$ cat config.mk
export PLATFORM = sky130hd
export DESIGN_NAME = uart_tx_serializer
export DESIGN_NICKNAME = d
export VERILOG_FILES = /design/src/rtl/uart_pkg.sv /design/src/rtl/uart_tx_parity.sv /design/src/rtl/uart_tx_serializer.sv
export SDC_FILE = /design/constraint.sdc
export NUM_CORES = 1
export LEC_CHECK = 0
export ABC_AREA = 0
export CAP_MARGIN = 40
export CORE_ASPECT_RATIO = 0.8
export CORE_MARGIN = 2
export CORE_UTILIZATION = 45
export DETAILED_ROUTE_END_ITERATION = 12
export PLACE_DENSITY = 0.68
export SYNTH_ARGS = -nofsm -noshare
export SYNTH_HDL_FRONTEND = slang
export SYNTH_SLANG_ARGS = --single-unit
$ cat constraint.sdc
create_clock -name CLK -period 3.4 [get_ports CLK]
set_clock_uncertainty 0.15 [all_clocks]
set_input_delay 0.68 -clock CLK [delete_from_list [all_inputs] [get_ports CLK]]
set_output_delay 0.68 -clock CLK [all_outputs]
set_load 0.02 [all_outputs]
$ cat src/rtl/uart_pkg.sv
// Shared types and constants for the UART transmit path.
package uart_pkg;

    localparam int unsigned OVERSAMPLE_DEF = 16;

    // Word-length select encodings
    localparam logic [1:0] WLS_5 = 2'b00;
    localparam logic [1:0] WLS_6 = 2'b01;
    localparam logic [1:0] WLS_7 = 2'b10;
    localparam logic [1:0] WLS_8 = 2'b11;

    typedef enum logic [2:0] {
        TX_IDLE   = 3'd0,
        TX_START  = 3'd1,
        TX_DATA   = 3'd2,
        TX_PARITY = 3'd3,
        TX_STOP   = 3'd4
    } tx_state_t;

    // Mask selecting the data bits actually transmitted for a word length
    function automatic logic [7:0] wls_mask(input logic [1:0] wls);
        logic [7:0] m;
        case (wls)
            WLS_5:   m = 8'h1F;
            WLS_6:   m = 8'h3F;
            WLS_7:   m = 8'h7F;
            WLS_8:   m = 8'hFF;
            default: m = 8'hFF;
        endcase
        return m;
    endfunction

endpackage

$ cat src/rtl/uart_tx_parity.sv
// Parity bit for one character; mark (1) when parity is disabled.
module uart_tx_parity
    import uart_pkg::*;
(
    input  logic [7:0] data,
    input  logic [1:0] wls,
    input  logic       pen,
    input  logic       eps,
    input  logic       sp,
    output logic       par_c
);

    logic odd_ones;

    // Stick parity overrides; otherwise even/odd over the live data bits only
    always_comb begin
        odd_ones = ^(data & wls_mask(wls));
        if (!pen)
            par_c = 1'b1;
        else if (sp)
            par_c = ~eps;
        else
            par_c = eps ? odd_ones : ~odd_ones;
    end

endmodule

$ cat src/rtl/uart_tx_serializer.sv
// UART transmit serializer: pops the TX FIFO and shifts one framed character out on TXD.
module uart_tx_serializer
    import uart_pkg::*;
#(
    parameter int unsigned OVERSAMPLE = OVERSAMPLE_DEF
) (
    input  logic       CLK,
    input  logic       RST,
    input  logic       BAUDCE,
    input  logic       FIFO_EMPTY,
    input  logic [7:0] FIFO_Q,
    output logic       FIFO_READ,
    input  logic [1:0] WLS,
    input  logic       STB,
    input  logic       PEN,
    input  logic       EPS,
    input  logic       SP,
    input  logic       BC,
    output logic       TXD,
    output logic       TEMT
);

    localparam int unsigned TW = $clog2(2 * OVERSAMPLE);

    localparam logic [2:0] ST_IDLE   = 3'(TX_IDLE);
    localparam logic [2:0] ST_START  = 3'(TX_START);
    localparam logic [2:0] ST_DATA   = 3'(TX_DATA);
    localparam logic [2:0] ST_PARITY = 3'(TX_PARITY);
    localparam logic [2:0] ST_STOP   = 3'(TX_STOP);

    localparam logic [TW-1:0] BIT_LAST    = TW'(OVERSAMPLE - 1);
    localparam logic [TW-1:0] STOP2_LAST  = TW'(2 * OVERSAMPLE - 1);
    localparam logic [TW-1:0] STOP15_LAST = TW'(OVERSAMPLE + OVERSAMPLE / 2 - 1);

    logic [2:0]    state_q, state_n;
    logic [TW-1:0] tick_q, tick_n;
    logic [2:0]    bit_q, bit_n;
    logic [7:0]    shift_q, shift_n;
    logic [1:0]    wls_q, wls_n;
    logic          stb_q, stb_n;
    logic          pen_q, pen_n;
    logic          par_q, par_n;
    logic          line_n, rd_n, temt_n;
    logic          take, tick_end;
    logic [TW-1:0] tick_last;
    logic [2:0]    bit_last;
    logic          par_c;

    // Parity is computed from the FIFO head and current line control, captured at load
    uart_tx_parity u_parity (
        .data  (FIFO_Q),
        .wls   (WLS),
        .pen   (PEN),
        .eps   (EPS),
        .sp    (SP),
        .par_c (par_c)
    );

    // Next-state, counter and output decode
    always_comb begin
        state_n = state_q;
        tick_n  = tick_q;
        bit_n   = bit_q;
        shift_n = shift_q;
        wls_n   = wls_q;
        stb_n   = stb_q;
        pen_n   = pen_q;
        par_n   = par_q;
        line_n  = 1'b1;
        rd_n    = 1'b0;
        take    = 1'b0;

        if (state_q == ST_STOP)
            tick_last = !stb_q ? BIT_LAST : ((wls_q == WLS_5) ? STOP15_LAST : STOP2_LAST);
        else
            tick_last = BIT_LAST;
        bit_last = 3'd4 + {1'b0, wls_q};
        tick_end = BAUDCE && (tick_q == tick_last);

        if (state_q != ST_IDLE && BAUDCE)
            tick_n = tick_end ? '0 : tick_q + TW'(1);

        case (state_q)
            ST_IDLE: begin
                take = !FIFO_EMPTY;
            end
            ST_START: begin
                line_n = 1'b0;
                if (tick_end) begin
                    state_n = ST_DATA;
                    line_n  = shift_q[0];
                end
            end
            ST_DATA: begin
                line_n = shift_q[0];
                if (tick_end) begin
                    shift_n = {1'b0, shift_q[7:1]};
                    if (bit_q == bit_last) begin
                        state_n = pen_q ? ST_PARITY : ST_STOP;
                        line_n  = pen_q ? par_q : 1'b1;
                    end else begin
                        bit_n  = bit_q + 3'd1;
                        line_n = shift_q[1];
                    end
                end
            end
            ST_PARITY: begin
                line_n = par_q;
                if (tick_end) begin
                    state_n = ST_STOP;
                    line_n  = 1'b1;
                end
            end
            ST_STOP: begin
                if (tick_end) begin
                    state_n = ST_IDLE;
                    // A queued character starts right after the last stop tick
                    take    = !FIFO_EMPTY;
                end
            end
            default: begin
                state_n = ST_IDLE;
            end
        endcase

        if (take) begin
            shift_n = FIFO_Q;
            wls_n   = WLS;
            stb_n   = STB;
            pen_n   = PEN;
            par_n   = par_c;
            bit_n   = 3'd0;
            tick_n  = '0;
            rd_n    = 1'b1;
            line_n  = 1'b0;
            state_n = ST_START;
        end

        temt_n = (state_n == ST_IDLE) && FIFO_EMPTY;
    end

    // State, datapath and registered outputs; break forces the line low
    always_ff @(posedge CLK or posedge RST) begin
        if (RST) begin
            state_q   <= ST_IDLE;
            tick_q    <= '0;
            bit_q     <= 3'd0;
            shift_q   <= 8'h00;
            wls_q     <= WLS_5;
            stb_q     <= 1'b0;
            pen_q     <= 1'b0;
            par_q     <= 1'b0;
            TXD       <= 1'b1;
            FIFO_READ <= 1'b0;
            TEMT      <= 1'b1;
        end else begin
            state_q   <= state_n;
            tick_q    <= tick_n;
            bit_q     <= bit_n;
            shift_q   <= shift_n;
            wls_q     <= wls_n;
            stb_q     <= stb_n;
            pen_q     <= pen_n;
            par_q     <= par_n;
            TXD       <= BC ? 1'b0 : line_n;
            FIFO_READ <= rd_n;
            TEMT      <= temt_n;
        end
    end

endmodule

==> results.cfg, run 1 <==
[outcome]
status = finished, final reports clean

[worst_setup_path]
worstSetupPathType = flip-flop to flip-flop
setup.worst_path.start = state_q[2]$_DFF_PP0_
worst_setup_path_start_kind = flip-flop
worstPathRequired_ps = 3420
worstPathArrival_ps = 2890
cp-end-kind = flip-flop
path_max_fanout = 10
reg2reg_from = state_q[2]$_DFF_PP0_

[grt]
grt_pass1_vias = 1236
gr-usage-all-layers_pct = 18.8
antenna_found_initial = 0
grt_max_degree = 28
grt_pass1_wl_um = 5920
overflow = 0

[sta]
post-route-min-period_ps = 2880
tns_ps = 0
drv_slew = 0
worst_slew_pin_slew_ps = 911
setup_viol = 0
fmax_ghz = 0.348
hold_viol = 0
period_share_pct = 84.6
hold_ws_ps = 340
worst_slack_ps = 523
relSlewSlack_pct = 38.7
rsz0062_at_grt = no

[detailed_routing]
drtAntennaViolNets = 0
drc = 0
route.vias.total = 1285
drtIter0Drc = 48
wl_per_cell_um = 15.5
drt_pass1_iterations = 4
routed_wl_um = 3420
vias_per_cell = 5.84

[logic_synthesis]
syn_area_um2 = 1540
synth-warning-count = 0
ys_seq_area_share_pct = 44.2
syn_avg_cell_area_um2 = 9.97
synth_cells = 154
synth_cell_types = 40
synth_nets = 175
synth_seq_cells = 27

[power_and_ir_drop]
total_power_mw = 1.07
peakVddDrop_uv = 430
leakage_nw = 0.799
powerDensity_nw_per_um2 = 571

[hold_path]
hold_path_class = flip-flop to flip-flop
hp-start = shift_q[3]$_DFFE_PP0P_

[clock_network]
clock-sinks = 27
cts_tree = built
cts-root-buf = clkbuf_8
clk_pin_slew_worst_paths_ps = 90
clockBufferDepth = 2
holdBufCountCts = 0
cts_made_buffers = 3
h-tree-depth = 1
cts_resized = 0
clkLatencyLatePin_ps = 270
post_cts_buffers = 0

[layout]
diodes = 0
fill_cells = 274
multi_input_area_um2 = 806
seqCellArea_um2 = 678
area_growth_pct = 21.8
nNetsFinal = 202
layout-drive-gt1-share_pct = 11.1

[die]
core-area_um2 = 3180
die_y_um = 56.2
io_pins = 22
die_x_um = 69.3
die-area_um2 = 3900
start_util_pct = 48.3
core.rowCount = 18

[placement]
port_buffers = 21
gp_congestion = 0.820
dp_slack_ps = 443
dp_hpwl_um = 2530

[run]
maxCapViolCount = 0
worst max-delay path, stage by stage (launching register included):
cell	delay [ps]
dfrtp_1	610
nand4bb_4	170
or4_4	470
a211o_1	360
a2111oi_4	440
buf_4	230
mux2_2	330
cell usage in the layout, fill, tap and decap left out, drive strengths merged, types with 2 or more instances in the layout:
cell type / netlist / routed
nand2: 13 / 13
a22o: 7 / 7
dfstp: 2 / 2
a211o: 2 / 2
mux2: 4 / 4
a21oi: 12 / 12
o31ai: 2 / 2
xor2: 4 / 4
a31oi: 2 / 2
nor3: 2 / 2
nand3: 7 / 7
ha: 2 / 2
nand2b: 4 / 4
a21o: 7 / 7
nor3b: 2 / 2
buf: 3 / 7
clkbuf: 3 / 3
dfrtp: 25 / 25
xnor2: 9 / 9
nor2b: 2 / 2
o21ai: 5 / 5
nor2: 16 / 16
a2111oi: 2 / 2
clkdlybuf4s50: 0 / 21
nand4bb: 2 / 2
inv: 4 / 4
cell type report:
type                    count  area share (%)
clock buffers               3            2.21
clock inverters             1           0.268
well taps                  40            2.68
flip-flops and latches     27            36.3
inverters                   4           0.803
multi-input cells         117            43.1
repair buffers             28            14.7
registers in the layout (all words and copies together) (netlist names):
signal     cells
FIFO_READ      1
TEMT           1
TXD            1
bit_q          3
par_q          1
pen_q          1
shift_q        8
state_q        3
stb_q          1
tick_q         5
wls_q          2
through the flow:
stage | util, % | instances | area (um2)
2_1_floorplan | - | 154 | 1540
3_3_place_gp | 57.4 | 216 | 1820
3_5_place_dp | 57.4 | 216 | 1820
4_1_cts | 58.9 | 220 | 1870
5_1_grt | 58.9 | 220 | 1870
6_report | 58.9 | 220 | 1870
layer usage:
layer  vias up  wire length, um  part of all wire, %  GRT usage (%)
met4         0               10                 0.29           1.68
met5         -                0                    0              0
li1        610                -                    -              -
met3         2              137                  4.0           4.71
met2        29             1720                   50           33.2
met1       644             1550                   45           24.2
logic make-up after synthesis:
kind of cell,after synthesis,share of synthesized area [%]
AOI/OAI and AO/OA,46,22.1
muxes,5,3.59
xor gates and xnor gates,13,7.42
DFF,27,44.2
and+or+nand+nor,51,17.7
buffers and inverters,10,3.42
adders and majority gates,2,1.63
path summary, 6_finish.rpt:
path                                     endpoint  slack [ps]  cells after the start
setup / recovery                stb_q$_DFFE_PP0N_         520                      6
hold / removal             shift_q[3]$_DFFE_PP0P_         340                      1
setup reg to reg                stb_q$_DFFE_PP0N_         520                      6
hold reg to reg            shift_q[3]$_DFFE_PP0P_         340                      1
max in group asynchronous           TXD$_DFF_PP1_        2190                      3
min in group asynchronous    bit_q[2]$_DFFE_PP0P_         600                      3
Yosys cell counts, drive strengths merged:
master    n  share of area [%]
buf       3                1.7
nand3     7                2.3
a211oi    1               0.49
and3b     1               0.57
nand2    13                3.2
inv       4               0.98
nor2     16                3.9
o21bai    1               0.49
ha        2                1.6
o2111ai   1               0.57
nor3      2               0.65
mux2      4                2.9
or4       1               0.73
a31oi     2               0.81
nor2b     2               0.81
a211o     2                1.1
a21o      7                3.4
o211ai    1               0.49
o311a     1               0.65
nand2b    4                1.6
nor4      1               0.41
a21oi    12                3.9
nand4bb   2                2.5
xnor2     9                5.1
o31ai     2               0.98
a2111oi   2                2.4
a311oi    1               0.57
clkbuf    3               0.73
o32ai     1               0.57
a22o      7                4.0
mux2i     1               0.65
dfstp     2                3.4
nor3b     2               0.98
o21ai     5                1.6
dfrtp    25                 41
xor2      4                2.3
report_power, final:
group / switching (mW) / internal (mW)
registers: 0.0987 / 0.434
clock network: 0.105 / 0.0823
logic: 0.165 / 0.184
Power figures use the tool's default switching activity.
==> inputs of run 2 (changes only) <==
==> constraint.sdc (replaced) <==
create_clock -name CLK -period 2.9 [get_ports CLK]
set_clock_uncertainty 0.15 [all_clocks]
set_input_delay 0.58 -clock CLK [delete_from_list [all_inputs] [get_ports CLK]]
set_output_delay 0.58 -clock CLK [all_outputs]
set_load 0.02 [all_outputs]
==> results.cfg, run 2 (synthesis gave the netlist of run 1 again) <==
[grt]
overflow = 0
grt_pass1_vias = 1250
top_usage_layer = met2
grt_max_degree = 28
antenna_found_initial = 0
gr-usage-all-layers_pct = 18.6
grt_pass1_wl_um = 5840
met1_usage_pct = 25.3
grtUsageMet3_pct = 3.80
met2_usage_pct = 29.9

[sta]
period_share_pct = 95.7
fmax_ghz = 0.360
hold_viol = 0
rsz0062_at_grt = no
relSlewSlack_pct = 43.6
setup_viol = 0
post-route-min-period_ps = 2780
tns_ps = 0
drv_slew = 0
worst_slew_pin_slew_ps = 839

[clock_network]
cts_resized = 0
clk_pin_slew_worst_paths_ps = 90
cts_tree = built
cts-root-buf = clkbuf_8
clock-sinks = 27
h-tree-depth = 1
post_cts_buffers = 0
clockBufferDepth = 2
holdBufCountCts = 0
cts_made_buffers = 3
clkLatencyLatePin_ps = 280

[hold_path]
hold_path_class = flip-flop to flip-flop
holdPathStages = 1
min_to = shift_q[3]$_DFFE_PP0P_
hp-start = shift_q[3]$_DFFE_PP0P_

[worst_setup_path]
path_max_fanout = 5
worstSetupPathType = flip-flop to flip-flop
r2r_cells = 6
setup.worst_path.start = state_q[0]$_DFF_PP0_
cp-end-kind = flip-flop
worstPathArrival_ps = 2790
reg2reg_from = state_q[0]$_DFF_PP0_
worst_setup_path_start_kind = flip-flop
worstPathRequired_ps = 2910
reg2reg_to = pen_q$_DFFE_PP0N_
worst-r2r-setup-slack_ps = 120

[detailed_routing]
drtAntennaViolNets = 0
drt_pass1_iterations = 4
vias_per_cell = 5.62
wl_per_cell_um = 14.5
drc = 0
route.vias.total = 1276
routed_wl_um = 3290
drtIter0Drc = 90

[die]
io_pins = 22
start_util_pct = 48.3
die-area_um2 = 3900
die_x_um = 69.3
die_y_um = 56.2
core.rowCount = 18
core-area_um2 = 3180

[run]
maxCapViolCount = 0

[placement]
dp_cells = 223
gp_congestion = 0.819
dp_hpwl_um = 2520
port_buffers = 21

[outcome]
status = finished, final reports clean

[layout]
final_cell_mix = dfrtp_1 (25), clkdlybuf4s50_1 (21), nor2_1 (16)
layout-drive-gt1-share_pct = 14.4
final_cells = 227
largest_register = shift_q
area_growth_pct = 24.6
final_common_cell = dfrtp_1
nNetsFinal = 209
diodes = 0
largest_reg_flops = 8
top_regs = shift_q x8, tick_q x5

[power_and_ir_drop]
powerDensity_nw_per_um2 = 655
peakVddDrop_uv = 399
leakage_nw = 0.830
[run 2: cell count changes in the layout (fill, tap and decap cells not counted), sizes merged]
cell      change
clkinv        -1
clkinvlp      +1
buf           +7
[run 2: how the worst max path moves through the flow]
stage,slack [ps],end,cells past startpoint
global placement,110,stb_q$_DFFE_PP0N_,6
floorplan,160,pen_q$_DFFE_PP0N_,6
detailed placement,40,stb_q$_DFFE_PP0N_,6
finish,120,pen_q$_DFFE_PP0N_,6
CTS,110,wls_q[0]$_DFFE_PP0N_,6
global route,5,pen_q$_DFFE_PP0N_,6
[run 2: routing by layer]
| layer | share of wire, % | up-vias |
|---|---|---|
| li1 | - | 629 |
| met1 | 50 | 625 |
| met2 | 46 | 17 |
| met3 | 2.5 | 5 |
| met4 | 1.3 | 0 |
| met5 | 0 | - |
[run 2: per-stage QoR]
step / hold WS, ps / cell area, um2 / util, % / power [mW] / setup WS (ps)
2_1_floorplan: 300 / 1540 / - / 0.899 / 155
3_3_place_gp: 317 / 1860 / 58.7 / 1.02 / 111
3_5_place_dp: 320 / 1860 / 58.7 / 1.04 / 37.6
4_1_cts: 344 / 1910 / 60.2 / 1.26 / 114
5_1_grt: 355 / 1910 / 60.2 / 1.35 / 4.81
6_report: 337 / 1910 / 60.2 / 1.25 / 125
[run 2: layout make-up]
cell class / instances / area (um2)
multi-input cells: 117 / 806
flip-flops and latches: 27 / 678
clock buffers: 3 / 41.3
well taps: 40 / 50.0
fillers: 257 / 1260
clock inverters: 1 / 7.51
inverters: 4 / 15.0
repair buffers: 35 / 315
[run 2: report_power, final]
part | internal, mW | switching, mW
clock | 0.0977 | 0.121
sequential | 0.508 | 0.114
combinational | 0.220 | 0.192
total | 0.827 | 0.427
[run 2: critical path, stage by stage, from the launching register on]
cell and delay, ps:
dfrtp_1 380, nand4bb_4 250, or4_4 460, a211o_1 360, a2111oi_4 510, buf_4 220
mux2_2 330
